==> src/rtl/ram_read_responder_pkg.sv <==
// Shared types and constants for the RAM read responder: FSM encoding,
// latency counter sizing and read counter width.
package ram_read_responder_pkg;

    typedef enum logic [1:0] {
        ST_IDLE = 2'd0,
        ST_WAIT = 2'd1,
        ST_ACK  = 2'd2,
        ST_DONE = 2'd3
    } state_t;

    localparam int LATENCY_MAX  = 15;
    localparam int CNT_W        = $clog2(LATENCY_MAX + 1);
    localparam int READ_COUNT_W = 16;

endpackage

==> src/rtl/ram_read_responder_byte_ram.sv <==
// Byte-wide memory with one loader write port and four combinational read
// taps that assemble a little-endian 32-bit word, wrapping at the top.
module byte_ram #(
    parameter int RAMSIZE = 64,
    parameter int WIDTH   = 8
) (
    input  logic             clk,
    input  logic             wr_en,
    input  logic [WIDTH-1:0] wr_addr,
    input  logic [7:0]       wr_data,
    input  logic [WIDTH-1:0] rd_addr,
    output logic [31:0]      rd_data
);

    localparam int AW = (RAMSIZE > 1) ? $clog2(RAMSIZE) : 1;

    logic [7:0] mem_q [RAMSIZE];

    // RAMSIZE is a power of two, so truncating the address is the modulo.
    always_ff @(posedge clk) begin
        if (wr_en) begin
            mem_q[AW'(wr_addr)] <= wr_data;
        end
    end

    always_comb begin
        rd_data = '0;
        for (int k = 0; k < 4; k++) begin
            rd_data[8*k +: 8] = mem_q[AW'(rd_addr + WIDTH'(k))];
        end
    end

endmodule

==> src/rtl/ram_read_responder.sv <==
// Memory responder for the instruction reader: level readReq / pulse readAck
// handshake with configurable wait cycles, plus a byte loader port.
module ram_read_responder
    import ram_read_responder_pkg::*;
#(
    parameter int RAMSIZE = 64,
    parameter int WIDTH   = 8,
    parameter int LATENCY = 2
) (
    input  logic                    clk,
    input  logic                    reset,
    input  logic                    readReq,
    input  logic [WIDTH-1:0]        ramAddress,
    output logic [31:0]             ramIn,
    output logic                    readAck,
    input  logic                    wr_en,
    input  logic [WIDTH-1:0]        wr_addr,
    input  logic [7:0]              wr_data,
    output logic                    busy,
    output logic                    protocol_err,
    output logic [READ_COUNT_W-1:0] read_count,
    output logic [1:0]              dbg_state
);

    // Handshake: readReq is a level held by the reader until it sees the
    // one-cycle readAck pulse; ramIn is valid with readAck and holds after.
    // A new request is only taken in IDLE, after readReq was seen low in DONE.

    state_t                  state_q, state_d;
    logic [WIDTH-1:0]        addr_q, addr_d;
    logic [CNT_W-1:0]        cnt_q, cnt_d;
    logic [31:0]             ram_in_q, ram_in_d;
    logic                    read_ack_q, read_ack_d;
    logic                    err_q, err_d;
    logic [READ_COUNT_W-1:0] count_q, count_d;
    logic [31:0]             rd_word;

    byte_ram #(
        .RAMSIZE(RAMSIZE),
        .WIDTH  (WIDTH)
    ) u_byte_ram (
        .clk    (clk),
        .wr_en  (wr_en),
        .wr_addr(wr_addr),
        .wr_data(wr_data),
        .rd_addr(addr_q),
        .rd_data(rd_word)
    );

    always_ff @(posedge clk or posedge reset) begin
        if (reset) begin
            state_q    <= ST_IDLE;
            addr_q     <= '0;
            cnt_q      <= '0;
            ram_in_q   <= '0;
            read_ack_q <= 1'b0;
            err_q      <= 1'b0;
            count_q    <= '0;
        end else begin
            state_q    <= state_d;
            addr_q     <= addr_d;
            cnt_q      <= cnt_d;
            ram_in_q   <= ram_in_d;
            read_ack_q <= read_ack_d;
            err_q      <= err_d;
            count_q    <= count_d;
        end
    end

    always_comb begin
        state_d    = state_q;
        addr_d     = addr_q;
        cnt_d      = cnt_q;
        ram_in_d   = ram_in_q;
        read_ack_d = 1'b0;
        err_d      = err_q;
        count_d    = count_q;
        case (state_q)
            ST_IDLE: begin
                if (readReq) begin
                    addr_d  = ramAddress;
                    cnt_d   = CNT_W'(LATENCY);
                    state_d = ST_WAIT;
                end
            end
            ST_WAIT: begin
                if (!readReq) begin
                    err_d   = 1'b1;
                    state_d = ST_IDLE;
                end else if (cnt_q != '0) begin
                    cnt_d = cnt_q - 1'b1;
                end else begin
                    // Sampled on this edge, so a same-edge loader write is not seen.
                    ram_in_d   = rd_word;
                    read_ack_d = 1'b1;
                    count_d    = count_q + 1'b1;
                    state_d    = ST_ACK;
                end
            end
            ST_ACK: begin
                state_d = ST_DONE;
            end
            ST_DONE: begin
                if (!readReq) begin
                    state_d = ST_IDLE;
                end
            end
            default: begin
                state_d = ST_IDLE;
            end
        endcase
    end

    assign ramIn        = ram_in_q;
    assign readAck      = read_ack_q;
    assign busy         = (state_q == ST_WAIT) || (state_q == ST_ACK);
    assign protocol_err = err_q;
    assign read_count   = count_q;
    assign dbg_state    = state_q;

endmodule
==> config.mk <==
export PLATFORM = sky130hd
export DESIGN_NAME = ram_read_responder
export DESIGN_NICKNAME = d
export VERILOG_FILES = /design/src/rtl/ram_read_responder_pkg.sv /design/src/rtl/ram_read_responder_byte_ram.sv /design/src/rtl/ram_read_responder.sv
export SDC_FILE = /design/constraint.sdc
export NUM_CORES = 1
export LEC_CHECK = 0
export BUFFER_PORTS_ARGS = -buffer_cell sky130_fd_sc_hd__buf_2
export CORE_ASPECT_RATIO = 1.4
export CORE_UTILIZATION = 35
export DETAILED_ROUTE_END_ITERATION = 12
export SYNTH_ARGS = -nofsm -noshare
export SYNTH_HDL_FRONTEND = slang
export SYNTH_SLANG_ARGS = --single-unit
==> constraint.sdc <==
create_clock -name clk -period 8.7 [get_ports clk]
set_clock_uncertainty 0.05 [all_clocks]
set_input_delay 1.74 -clock clk [delete_from_list [all_inputs] [get_ports clk]]
set_output_delay 1.74 -clock clk [all_outputs]
set_load 0.1 [all_outputs]
### After elaboration in Yosys (flattened, before gate mapping)

Memories as Yosys holds them, arrays and structs flattened. A register that Yosys moved wholly into a read port is not among the register bits.
Index checks and enable logic that the tools add are counted.

| cells by class | value |
|---|---|
| add/sub/neg operators | 5 |
| equality and inequality tests | 8 |
| mux-type cells | 14 |
| bitwise gates (word level) | 2 |
| reductions and logical operators | 9 |

Operators with widths:

| cell | count |
|---|---|
| 16-bit by 1-bit adder with 16-bit output, second input constant | 1 |
| 6-bit by 2-bit adder with 6-bit output, second input constant | 2 |
| 4-bit 2-to-1 mux | 3 |
| 2-bit 2-to-1 mux | 4 |
| 2-bit != test, second input constant | 4 |
| 2-bit case mux with 4 select lines | 1 |
| 4-bit case mux with 2 select lines | 1 |
| 6-bit by 1-bit adder with 6-bit output, second input constant | 1 |
| 3-bit AND reduction | 2 |
| 1-bit 2-to-1 mux | 5 |
| 2-bit == test, second input constant | 2 |
| 2-bit AND reduction | 2 |
| 4-bit AND reduction | 1 |
| 4-bit nonzero test | 1 |
| 4-bit by 1-bit subtractor with 4-bit output, second input constant | 1 |
| 3-bit != test, second input constant | 1 |
| 2-bit by 1-bit == test with 1-bit output, second input constant | 1 |
| 2-bit logical NOT | 1 |
| 1-bit NOT | 2 |
| 2-bit nonzero test | 1 |
| 1-bit logical OR | 1 |

| storage, ports and cells | value |
|---|---|
| bits in registers | 30 |
| memory bits (writable) | 512 |
| input port bits | 28 |
| output and inout bits | 53 |
| logic and storage cells | 45 |
| memories | 1 |

Memories:

| name | depth | bits a word | rd ports | clocked after memory_dff | write ports | line | RTL |
|---|---|---|---|---|---|---|---|
| u_byte_ram.mem_q | 64 | 8 | 4 | 4 | 1 | ram_read_responder_byte_ram.sv:17 | `logic [7:0] mem_q [RAMSIZE];` |

### Depth between registers and ports, before layout

| logic depth | value |
|---|---|
| depth in word-level cells | 4 |
| mapped depth | 18 |
| depth with buffers taken out | 10 |

### By module

Synthesis repeated with hierarchy kept, for this count alone.

| second synthesis, totals | value |
|---|---|
| cells, all modules | 2224 |
| area total of the unflattened synthesis | 35266.3 um2 |

Modules (own cells, without submodules):

| module | instances | cells an instance | area each (um2) | sequential area each (um2) |
|---|---|---|---|---|
| byte_ram | 1 | 1965 | 32563.7 | 15374.7 |
| ram_read_responder | 1 | 259 | 2702.6 | 1601.5 |

### Worst setup path after synthesis

No wires, ideal clock.

| timing | value |
|---|---|
| kind | reg-to-output |
| from | register state_q[0] (netlist: dbg_state[0]) |
| to | output busy |
| arrival | 2.034 ns |
| required time | 6.910 ns |
| setup slack | 4.876 ns |
| cell stages (with the launch flop) | 3 |
| buffers on the path | 0 |
| cells stage by stage | dfrtp_1 > inv_1 > ha_1 |

| between the ends | value |
|---|---|
| cells in the longest elaborated chain, start to end | 2 |
| elaborated cells on any way between the ends | 3 |
| classes of those cells | 2 x eq/ne; 1 x reduce/logical |

RTL lines:

| item | line | RTL |
|---|---|---|
| from (decl) | ram_read_responder.sv:29 | `state_t state_q, state_d;` |
| from (signal assigned) | ram_read_responder.sv:60 | `state_q <= state_d;` |
| 2-bit by 1-bit == test with 1-bit output or 2-bit == test (tied branches) | ram_read_responder.sv:116 | `assign busy = (state_q == ST_WAIT) \|\| (state_q == ST_ACK);` |
| 1-bit logical OR (*) | ram_read_responder.sv:116 |  |
| to (decl) | ram_read_responder.sv:19 | `output logic busy,` |

Mark *: on every way between the ends. The rest lies on a longest branch, timed or not.

### Worst setup path in the final report

| timing | value |
|---|---|
| from | register addr_q[1] |
| to | register ram_in_q[14] (netlist: ramIn[14]), read port of u_byte_ram.mem_q |

| between the ends | value |
|---|---|
| cells in the longest elaborated chain, start to end | 1 |

RTL lines:

| item | line | RTL |
|---|---|---|
| from (decl) | ram_read_responder.sv:30 | `logic [WIDTH-1:0] addr_q, addr_d;` |
| from (signal assigned) | ram_read_responder.sv:61 | `addr_q <= addr_d;` |
| 6-bit by 1-bit adder with 6-bit output | ram_read_responder_byte_ram.sv:29 | `rd_data[8*k +: 8] = mem_q[AW'(rd_addr + WIDTH'(k))];` |
| to (decl) | ram_read_responder.sv:32 | `logic [31:0] ram_in_q, ram_in_d;` |

No other way between the ends.
A chain may end at the register's enable or synchronous reset.

==> flow_metrics.py <==
metrics = {
    "synth": {
        "syn_avg_cell_area_um2": 15.58,
        "synthTopCellsByArea": "edfxtp_1 (43%), mux4_2 (30%), dfrtp_1 (4.4%), nand2_1 (3.3%), mux4_1 (2.0%)",
        "synthArstFlopShare": 0.1080,
        "syn_area_mm2": 0.03545,
        "synth_seq_cells": 574,
        "synth.yosys.seq_area_share": 0.4775,
        "synthCells": 2275,
        "yosysTopAreaCell": "edfxtp_1",
        "synth_flop_cell": "edfxtp_1",
        "synth-edff-count": 512,
        "syn_nets": 2314,
        "yosysTopAreaCellShare": 0.4338,
        "ys_types": 70,
        "yosys_warnings": 0,
    },
    "power": {
        "ir_drop_mv": 0.5750,
        "internal_power_mw": 8.904,
        "p_leak_nw": 12.88,
        "combPwrFrac": 0.641,
        "p_seq_frac": 0.194,
        "totalPowerFinal_mw": 17.05,
        "p_sw_frac": 0.4778,
        "power.switching_mw": 8.146,
        "p_clk_frac": 0.165,
        "p_per_area_mw_per_mm2": 433.7,
    },
    "clock_network": {
        "clockBufferDepth": 3,
        "clkLatencyLatePin_ns": 0.65,
        "cts.reportedPaths.clkPinSlew_ns": 0.06,
        "cts_max_level": 2,
        "cts-hold-fix-buffers": 0,
        "cts_buffers": 55,
        "cts_setup_buffers": 0,
        "clock_sinks": 574,
        "cts_resized": 0,
        "cts_tree": "done",
        "clock-root-buffer": "clkbuf_16",
    },
    "die": {
        "die_width_um": 271.0,
        "dieArea_mm2": 0.1026,
        "io_pins": 81,
        "core_mm2": 0.09993,
        "start_util": 0.3547,
        "floorplan.rows": 137,
        "die_y_um": 378.5,
    },
    "placement": {
        "io_buffer_count": 76,
        "dpl.hpwl_um": 84140,
        "place.gp.congestion": 0.9769,
    },
    "critical_path": {
        "critPathLaunch": "addr_q[1]",
        "path_cells": "buf_4 > ha_1 > nand2_2 > xnor2_4 > buf_4 > mux4_2 > mux2_2 > o22ai_1 > nor2_1 > o32a_1",
        "slowest_delay_ns": 0.74,
        "r2r_end": "ramIn[14]",
        "arrival_ns": 5.47,
        "r2r-start": "addr_q[1]",
        "crit_type": "flop to flop",
        "reg2reg_depth": 10,
        "setup.worst_path.end_class": "flop",
        "crit_slowest_cell": "buf_4",
        "cp_max_fo": 54,
        "startpoint_type": "flop",
        "r2r_slack_ns": 3.69,
        "worstPathRequired_ns": 9.17,
        "critPathMostFrequentCell": "buf_4",
    },
    "detailed_routing": {
        "drc": 0,
        "via_per_inst": 6.712,
        "antenna_left": 0,
        "totalWireLength_um": 126500,
        "detailedRoute.firstPassIterationCount": 7,
        "drt-initial-drc-count": 3425,
        "wl_per_cell_um": 34.39,
        "route.vias.total": 24693,
    },
    "global_routing": {
        "antenna_found_initial": 11,
        "overflow": 0,
        "grt_pass1_vias": 24038,
        "grtUsageTotal": 0.2452,
        "grt_max_degree": 143,
        "grt_pass1_wl_um": 178800,
    },
    "timing": {
        "fmax_mhz": 199.7,
        "whs_ns": 0.4148,
        "hold_viol_final": 0,
        "period_share": 0.5757,
        "final.min_clock_period_ns": 5.008,
        "worst_pin_slew_ns": 1.322,
        "finalSetupViolCount": 0,
        "slew_violations": 0,
        "rsz0062_at_grt": "no",
        "slew-limit-headroom": 0.1155,
        "tns_ns": 0,
    },
    "final_layout": {
        "fin_nets": 2346,
        "drive_gt1_frac": 0.3340,
        "syn2layout_area_growth_pct": 10.91,
    },
    "min_path": {
        "hold_path_depth": 1,
        "min_path_type": "flop to flop",
        "holdPathEnd": "protocol_err",
        "min_from": "protocol_err",
    },
    "run": {
        "max-cap-violations": 0,
    },
    "run_status": {
        "status": "complete, no violations",
    },
}
-- stage by stage --
step                cell area [um^2]  cells  setup WS, ns    util
floorplan                      35450   2275         4.876       -
global placement               37200   3570         3.786  0.3722
detailed placement             37200   3570         3.701  0.3722
CTS                            39300   3673         3.697  0.3932
global route                   39300   3673         3.515  0.3932
finish                         39310   3679         3.692  0.3934
-- cell usage after synthesis, types with 15 or more instances --
cell type,n
a21oi_1,33
a22oi_1,63
a31oi_1,16
a32oi_1,18
buf_2,74
buf_4,40
buf_6,15
clkbuf_1,56
dfrtp_1,62
edfxtp_1,512
mux2_2,15
mux2i_1,60
mux4_1,27
mux4_2,477
nand2_1,315
nand3_1,89
nand4_1,23
nor2_1,102
nor2b_1,16
o21ai_0,26
xnor2_1,16
xor2_1,15
-- worst max-delay path by stage --
stage | to | slack, ns | cells past startpoint
after floorplan | busy | 4.88 | 2
after global placement | ramIn[14] | 3.79 | 10
after detailed placement | ramIn[14] | 3.70 | 10
after CTS | ramIn[14] | 3.70 | 10
after global routing | ramIn[14] | 3.52 | 10
final | ramIn[14] | 3.69 | 10
-- layout make-up --
cell class | instances | area [um^2]
fillers | 8968 | 60620
diodes | 6 | 15.01
flip-flops and latches | 574 | 16930
multi-input cells | 1488 | 17400
repair buffers | 175 | 1161
inverters | 13 | 48.80
clock buffers | 68 | 1486
clock inverters | 35 | 613.1
well taps | 1320 | 1652
-- layout by cell type (no fill, tap or decap), types with 14 or more instances in the layout --
cell type,synthesis,final
o21ai_0,26,26
mux4_1,27,27
clkbuf_16,0,56
buf_4,40,96
a22oi_1,63,63
a32oi_1,18,18
nand3_1,89,88
nor2b_1,16,14
dfrtp_1,62,60
bufinv_16,0,16
a31oi_1,16,16
mux2i_1,60,60
mux2_2,15,15
buf_2,74,76
nor2_1,102,99
a21oi_1,33,33
nand4_1,23,23
nand2_1,315,315
edfxtp_1,512,512
mux4_2,477,477
-- cells by family (layout without fill, tap and decap cells) --
family | count (synthesis) | in the layout | share of synthesized area
other | 0 | 6 | 0
xor gates and xnor gates | 34 | 34 | 0.009354
AOI/OAI and AO/OA | 261 | 261 | 0.05373
DFF | 574 | 574 | 0.4775
muxes | 579 | 579 | 0.3448
buffers and inverters | 213 | 291 | 0.03611
and+or+nand+nor | 603 | 603 | 0.07459
adders and majority gates | 11 | 11 | 0.003883
-- power groups by stage --
stage	clock [mW]	combinational, mW	sequential [mW]
floorplan	0	7.01	3.83
global placement	0	10.6	3.36
detailed placement	0	10.7	3.37
CTS	2.84	10.7	3.31
global route	2.92	11.3	3.33
finish	2.81	10.9	3.31
-- state kept, by name (all words and copies together) (netlist names), named ones only --
signal and cells:
protocol_err 1, dbg_state 1, u_byte_ram.mem_q 512, readAck 1
addr_q 6, ramIn 32, read_count 16, cnt_q 4
-- worst max-delay path: cells and delay by family (launching register included) --
kind / cells / cell delay, ns
xor gates and xnor gates: 1 / 0.17
DFF: 1 / 0.73
AOI/OAI and AO/OA: 2 / 0.53
adders and majority gates: 1 / 0.70
and+or+nand+nor: 2 / 0.38
buffers and inverters: 2 / 1.38
muxes: 2 / 0.89
-- per-layer routing --
metal	up-vias	GRT usage	share of wire
met4	10	0.1642	0.080
met3	416	0.05422	0.11
met2	1814	0.4012	0.48
met5	-	0	0.00045
met1	12840	0.2895	0.33
li1	9613	-	-
No activity file was read; power rests on OpenSTA's default activity.
